===== src/rtl/pipe_pkg.sv =====
// Shared definitions for the data pipeline and its input buffer.
// Provides the data word width, the word type and the zero bubble value.
package pipe_pkg;

    localparam int DATA_W = 8;

    typedef logic [DATA_W-1:0] data_t;

    // Value driven into the pipeline whenever no real word is available.
    localparam data_t BUBBLE = '0;

endpackage


===== src/rtl/fifo_mem.sv =====
// Storage array for the pipeline input FIFO.
// Ports: i_clk, i_we, i_waddr, i_wdata (sync write); i_raddr -> o_rdata (comb read).
module fifo_mem #(
    parameter int DATA_W = 8,
    parameter int DEPTH  = 4,
    parameter int ADDR_W = $clog2(DEPTH)
) (
    input  logic              i_clk,
    input  logic              i_we,
    input  logic [ADDR_W-1:0] i_waddr,
    input  logic [DATA_W-1:0] i_wdata,
    input  logic [ADDR_W-1:0] i_raddr,
    output logic [DATA_W-1:0] o_rdata
);

    logic [DATA_W-1:0] r_mem [DEPTH];

    // Storage holds no reset; validity is tracked by the occupancy count.
    always_ff @(posedge i_clk) begin
        if (i_we) begin
            r_mem[i_waddr] <= i_wdata;
        end
    end

    assign o_rdata = r_mem[i_raddr];

endmodule


===== src/rtl/pipeline_input_fifo.sv =====
// Elastic valid/ready buffer feeding the three-stage data pipeline.
// Ports: clk, rst; in_data/in_valid/in_ready (producer); out_data/out_valid/
// out_ready (pipeline); count (occupancy); overflow (sticky push-while-full).
module pipeline_input_fifo
    import pipe_pkg::*;
#(
    parameter int DATA_W = pipe_pkg::DATA_W,
    parameter int DEPTH  = 4,
    parameter int CNT_W  = $clog2(DEPTH) + 1
) (
    input  logic              clk,
    input  logic              rst,
    input  logic [DATA_W-1:0] in_data,
    input  logic              in_valid,
    output logic              in_ready,
    output logic [DATA_W-1:0] out_data,
    output logic              out_valid,
    input  logic              out_ready,
    output logic [CNT_W-1:0]  count,
    output logic              overflow
);

    localparam int ADDR_W = $clog2(DEPTH);
    localparam logic [CNT_W-1:0] FULL_CNT = CNT_W'(DEPTH);

    logic [ADDR_W-1:0] r_wr_ptr;
    logic [ADDR_W-1:0] r_rd_ptr;
    logic [CNT_W-1:0]  r_count;
    logic              r_overflow;

    logic              w_push;
    logic              w_pop;
    logic [DATA_W-1:0] w_rdata;

    // Flags depend on registered count only, so no input reaches an output
    // combinationally; a full buffer refuses pushes even while popping.
    assign in_ready  = (r_count != FULL_CNT);
    assign out_valid = (r_count != '0);
    assign out_data  = out_valid ? w_rdata : DATA_W'(BUBBLE);
    assign count     = r_count;
    assign overflow  = r_overflow;

    assign w_push = in_valid && in_ready;
    assign w_pop  = out_valid && out_ready;

    fifo_mem #(
        .DATA_W (DATA_W),
        .DEPTH  (DEPTH),
        .ADDR_W (ADDR_W)
    ) u_mem (
        .i_clk   (clk),
        .i_we    (w_push),
        .i_waddr (r_wr_ptr),
        .i_wdata (in_data),
        .i_raddr (r_rd_ptr),
        .o_rdata (w_rdata)
    );

    // Pointers wrap naturally at DEPTH (power of two).
    always_ff @(posedge clk or posedge rst) begin
        if (rst) begin
            r_wr_ptr <= '0;
            r_rd_ptr <= '0;
        end else begin
            if (w_push) begin
                r_wr_ptr <= r_wr_ptr + 1'b1;
            end
            if (w_pop) begin
                r_rd_ptr <= r_rd_ptr + 1'b1;
            end
        end
    end

    always_ff @(posedge clk or posedge rst) begin
        if (rst) begin
            r_count <= '0;
        end else begin
            unique case ({w_push, w_pop})
                2'b10:   r_count <= r_count + 1'b1;
                2'b01:   r_count <= r_count - 1'b1;
                default: r_count <= r_count;
            endcase
        end
    end

    always_ff @(posedge clk or posedge rst) begin
        if (rst) begin
            r_overflow <= 1'b0;
        end else if (in_valid && !in_ready) begin
            r_overflow <= 1'b1;
        end
    end

endmodule


===== config.mk =====
export PLATFORM = sky130hd
export DESIGN_NAME = pipeline_input_fifo
export DESIGN_NICKNAME = d
export VERILOG_FILES = /design/src/rtl/pipe_pkg.sv /design/src/rtl/fifo_mem.sv /design/src/rtl/pipeline_input_fifo.sv
export SDC_FILE = /design/constraint.sdc
export NUM_CORES = 1
export LEC_CHECK = 0
export CORE_AREA = 2 2 78 80
export DETAILED_ROUTE_END_ITERATION = 6
export DIE_AREA = 0 0 80 82
export GPL_ROUTABILITY_DRIVEN = 0
export HOLD_SLACK_MARGIN = 0.03
export PLACE_DENSITY = 0.46
export SLEW_MARGIN = 5
export SYNTH_ARGS = -nofsm -noshare
export SYNTH_HDL_FRONTEND = slang
export SYNTH_HIERARCHICAL = 1
export SYNTH_SLANG_ARGS = --single-unit

===== constraint.sdc =====
create_clock -name clk -period 2.3 [get_ports clk]
set_clock_uncertainty 0.15 [all_clocks]
set_input_delay 0.46 -clock clk [delete_from_list [all_inputs] [get_ports clk]]
set_output_delay 0.46 -clock clk [all_outputs]
set_load 0.01 [all_outputs]

==> results.sh <==
export IMPL_status="finished clean"
export IMPL_power_density_nw_per_um2=1280
export IMPL_cap_viol_max_count=0
export IMPL_io_buffer_count=25
export IMPL_root_buffer="clkbuf_8"
export IMPL_final_cell_area_um2=2160
export IMPL_hold_viol_final=0
export IMPL_hpwl_um=2030
export IMPL_cp_endpoint="out_data[3]"
export IMPL_switchingPower_w=0.000816
export IMPL_reg2reg_to="count[2]"
export IMPL_wl_per_cell_um=14.1
export IMPL_wirelength_um=2910
export IMPL_r2r_slack_ps=140
export IMPL_grt_setup_unrepaired="yes"
export IMPL_first_iter_violations=20
export IMPL_route_detailed_drc=0
export IMPL_vias=844
export IMPL_grt_pass1_wl_um=4690
export IMPL_ant_nets=0
export IMPL_grt_pass1_vias=915
export IMPL_clk_pin_slew_ps=70
export IMPL_n_fill_cell=562
export IMPL_r2r_cells=8
export IMPL_power_frac_comb_pct=40.6
export IMPL_htree_num_levels=2
export IMPL_slew_headroom_pct=77.6
export IMPL_netlist_area_um2=1650
export IMPL_post_drt_via_cell_ratio=4.10
export IMPL_grt_usage_pct=10.0
export IMPL_die_w_um=80
export IMPL_worstPathCellList="buf_6 > buf_6 > mux4_2 > and2_4 > buf_6"
export IMPL_cts_buffers=5
export IMPL_areaGrowthSynthToFinish_pct=31.2
export IMPL_clockPowerShare_pct=19.5
export IMPL_crit_path_start_kind="flop"
export IMPL_ctsHoldBuffers=0
export IMPL_drtPass1Iterations=4
export IMPL_switching_share_pct=29.4
export IMPL_die_area_um2=6560
export IMPL_crit_start="r_rd_ptr[0]"
export IMPL_final_nets=144
export IMPL_grt_start_max_net_pins=13
export IMPL_min_period_ps=2230
export IMPL_power_sequential_fraction_pct=39.9
export IMPL_tightest_slew_ps=336
export IMPL_fmax_mhz=448
export IMPL_syn_instance_count=86
export IMPL_yosys_warnings=6
export IMPL_synth_fp_nets=100
export IMPL_antennaDiodeCount=0
export IMPL_num_io_pins=26
export IMPL_crit_top_cell="buf_6"
export IMPL_cts_buffer_depth=2
export IMPL_final_max_slew_viol_count=0
export IMPL_critPathArrivalTime_ps=1620
export IMPL_worst_path_max_delay_cell="mux4_2"
export IMPL_overflow=0
export IMPL_p_leak_nw=0.809
export IMPL_synth_seq_cells=40
export IMPL_die_h_um=82
export IMPL_cp_end_kind="primary output"
export IMPL_max_stage_delay_ps=470
export IMPL_coreArea_um2=5750
export IMPL_antenna_found_initial=0
export IMPL_fin_hold_ws_ps=277
export IMPL_numClockSinks=40
export IMPL_cts_tree="done"
export IMPL_r2r_start="count[0]"
export IMPL_fin_util_pct=37.7
export IMPL_setup_viol_count_final=0
export IMPL_post_route_period_util_pct=97.0
export IMPL_syn_avg_cell_area_um2=19.2
export IMPL_rows=28
export IMPL_initial_utilization_pct=28.7
export IMPL_synth_cell_types=23
export IMPL_internal_power_w=0.00196
export IMPL_critPathMaxFanout=5
export IMPL_path_class="reg2out"
export IMPL_peakVddDrop_mv=0.570
export IMPL_placed_area_um2=2060
export IMPL_drive_gt1_share_pct=40.5
export IMPL_ys_seq_area_share_pct=70.4
export IMPL_cp_required_ps=1690
export IMPL_hold_class="in2async"
export IMPL_total_power_w=0.00278
export IMPL_clock_latency_ps=280
-- metrics by stage --
step	setup WS [ps]	instances	TNS, ps
final	68.0	206	0
after global routing	-10.0	206	-14.9
after detailed placement	1.11	196	0
after global placement	24.3	196	0
after CTS	-13.8	207	-24.9
after floorplan	122	86	0
-- flip-flops by register name, indices dropped and copies added, names as in the netlist --
name	cells
overflow	1
u_mem/r_mem	32
count	3
r_wr_ptr	2
r_rd_ptr	2
-- layer usage --
layer	global-route usage (%)	part of all wire, %	vias to the layer above
li1	-	-	409
met2	15.9	49	21
met1	12.3	46	412
met4	3.56	0.52	0
met3	4.18	4.5	2
met5	0	0	-
-- how the worst min path moves through the flow --
stage	start	endpoint	slack, ps	cells after the start
CTS	rst	count[0]	280	2
finish	rst	count[2]	280	2
global placement	overflow	overflow	310	1
detailed placement	overflow	overflow	340	1
global route	rst	count[2]	310	2
floorplan	rst	count[0]	130	1
-- worst max-delay path: cells and delay by family (launching register included) --
family	cells	cell delay (ps)
muxes	1	470
buffers and inverters	3	350
and+or+nand+nor	1	150
DFF	1	370
-- cell type report --
| type | count | area, µm² | area share [%] |
|---|---|---|---|
| clock inverter | 3 | 37.5 | 1.73 |
| inverter | 5 | 18.8 | 0.867 |
| multi-input combinational | 38 | 444 | 20.5 |
| timing repair buffer | 40 | 338 | 15.6 |
| tap | 75 | 93.8 | 4.34 |
| sequential | 40 | 1160 | 53.8 |
| clock buffer | 5 | 68.8 | 3.18 |
-- synth_stat cells, drive strengths merged --
cell type,count,area (µm²)
inv,5,18.8
buf,2,22.5
xor2,3,26.3
nand3,2,15.0
or3b,1,11.3
edfxtp,32,961
nor2,1,3.75
ha,1,12.5
a41o,1,11.3
nand2,1,6.26
and2,9,68.8
clkbuf,1,5.00
and3,1,6.26
or3,1,11.3
dfrtp,8,200
xnor2,4,35.0
and3b,2,17.5
mux2i,1,10.0
fa,1,20.0
nor3b,1,7.51
mux4,8,180
-- power groups by stage --
stage                     clock (W)  combinational [W]  sequential (W)
final                      0.000542            0.00113         0.00111
after detailed placement          0            0.00120         0.00112
after global placement            0            0.00120         0.00112
after CTS                  0.000557            0.00117         0.00111
after floorplan                   0           0.000686         0.00110
after global routing       0.000593            0.00124         0.00113
-- logic make-up (layout without fill, tap and decap cells) --
logic type,count (synthesis),count (layout),synth area share (%)
xor gates and xnor gates,7,7,3.72
muxes,9,9,11.5
buffers and inverters,8,53,2.80
AOI/OAI and AO/OA,1,1,0.682
DFF,40,40,70.4
adders and majority gates,2,2,1.97
and+or+nand+nor,19,19,8.95
-- cell usage in the layout, fill, tap and decap left out, types with 3 or more instances in the layout --
master,count
xor2_1,3
and2_2,7
inv_1,5
buf_4,13
clkdlybuf4s50_1,15
clkbuf_8,5
edfxtp_1,32
dfrtp_1,6
clkbuf_2,3
mux4_2,8
buf_2,4
xnor2_1,4
buf_6,3
-- what timing repair did --
action | in CTS | in global routing
buffers inserted | 3 | 0
setup endpoints to repair | 9 | 9
endpoints found under the hold margin | 0 | 0
gates resized for setup | 29 | 9
pin swaps | 0 | 0
(Power assumes the default switching activity.)
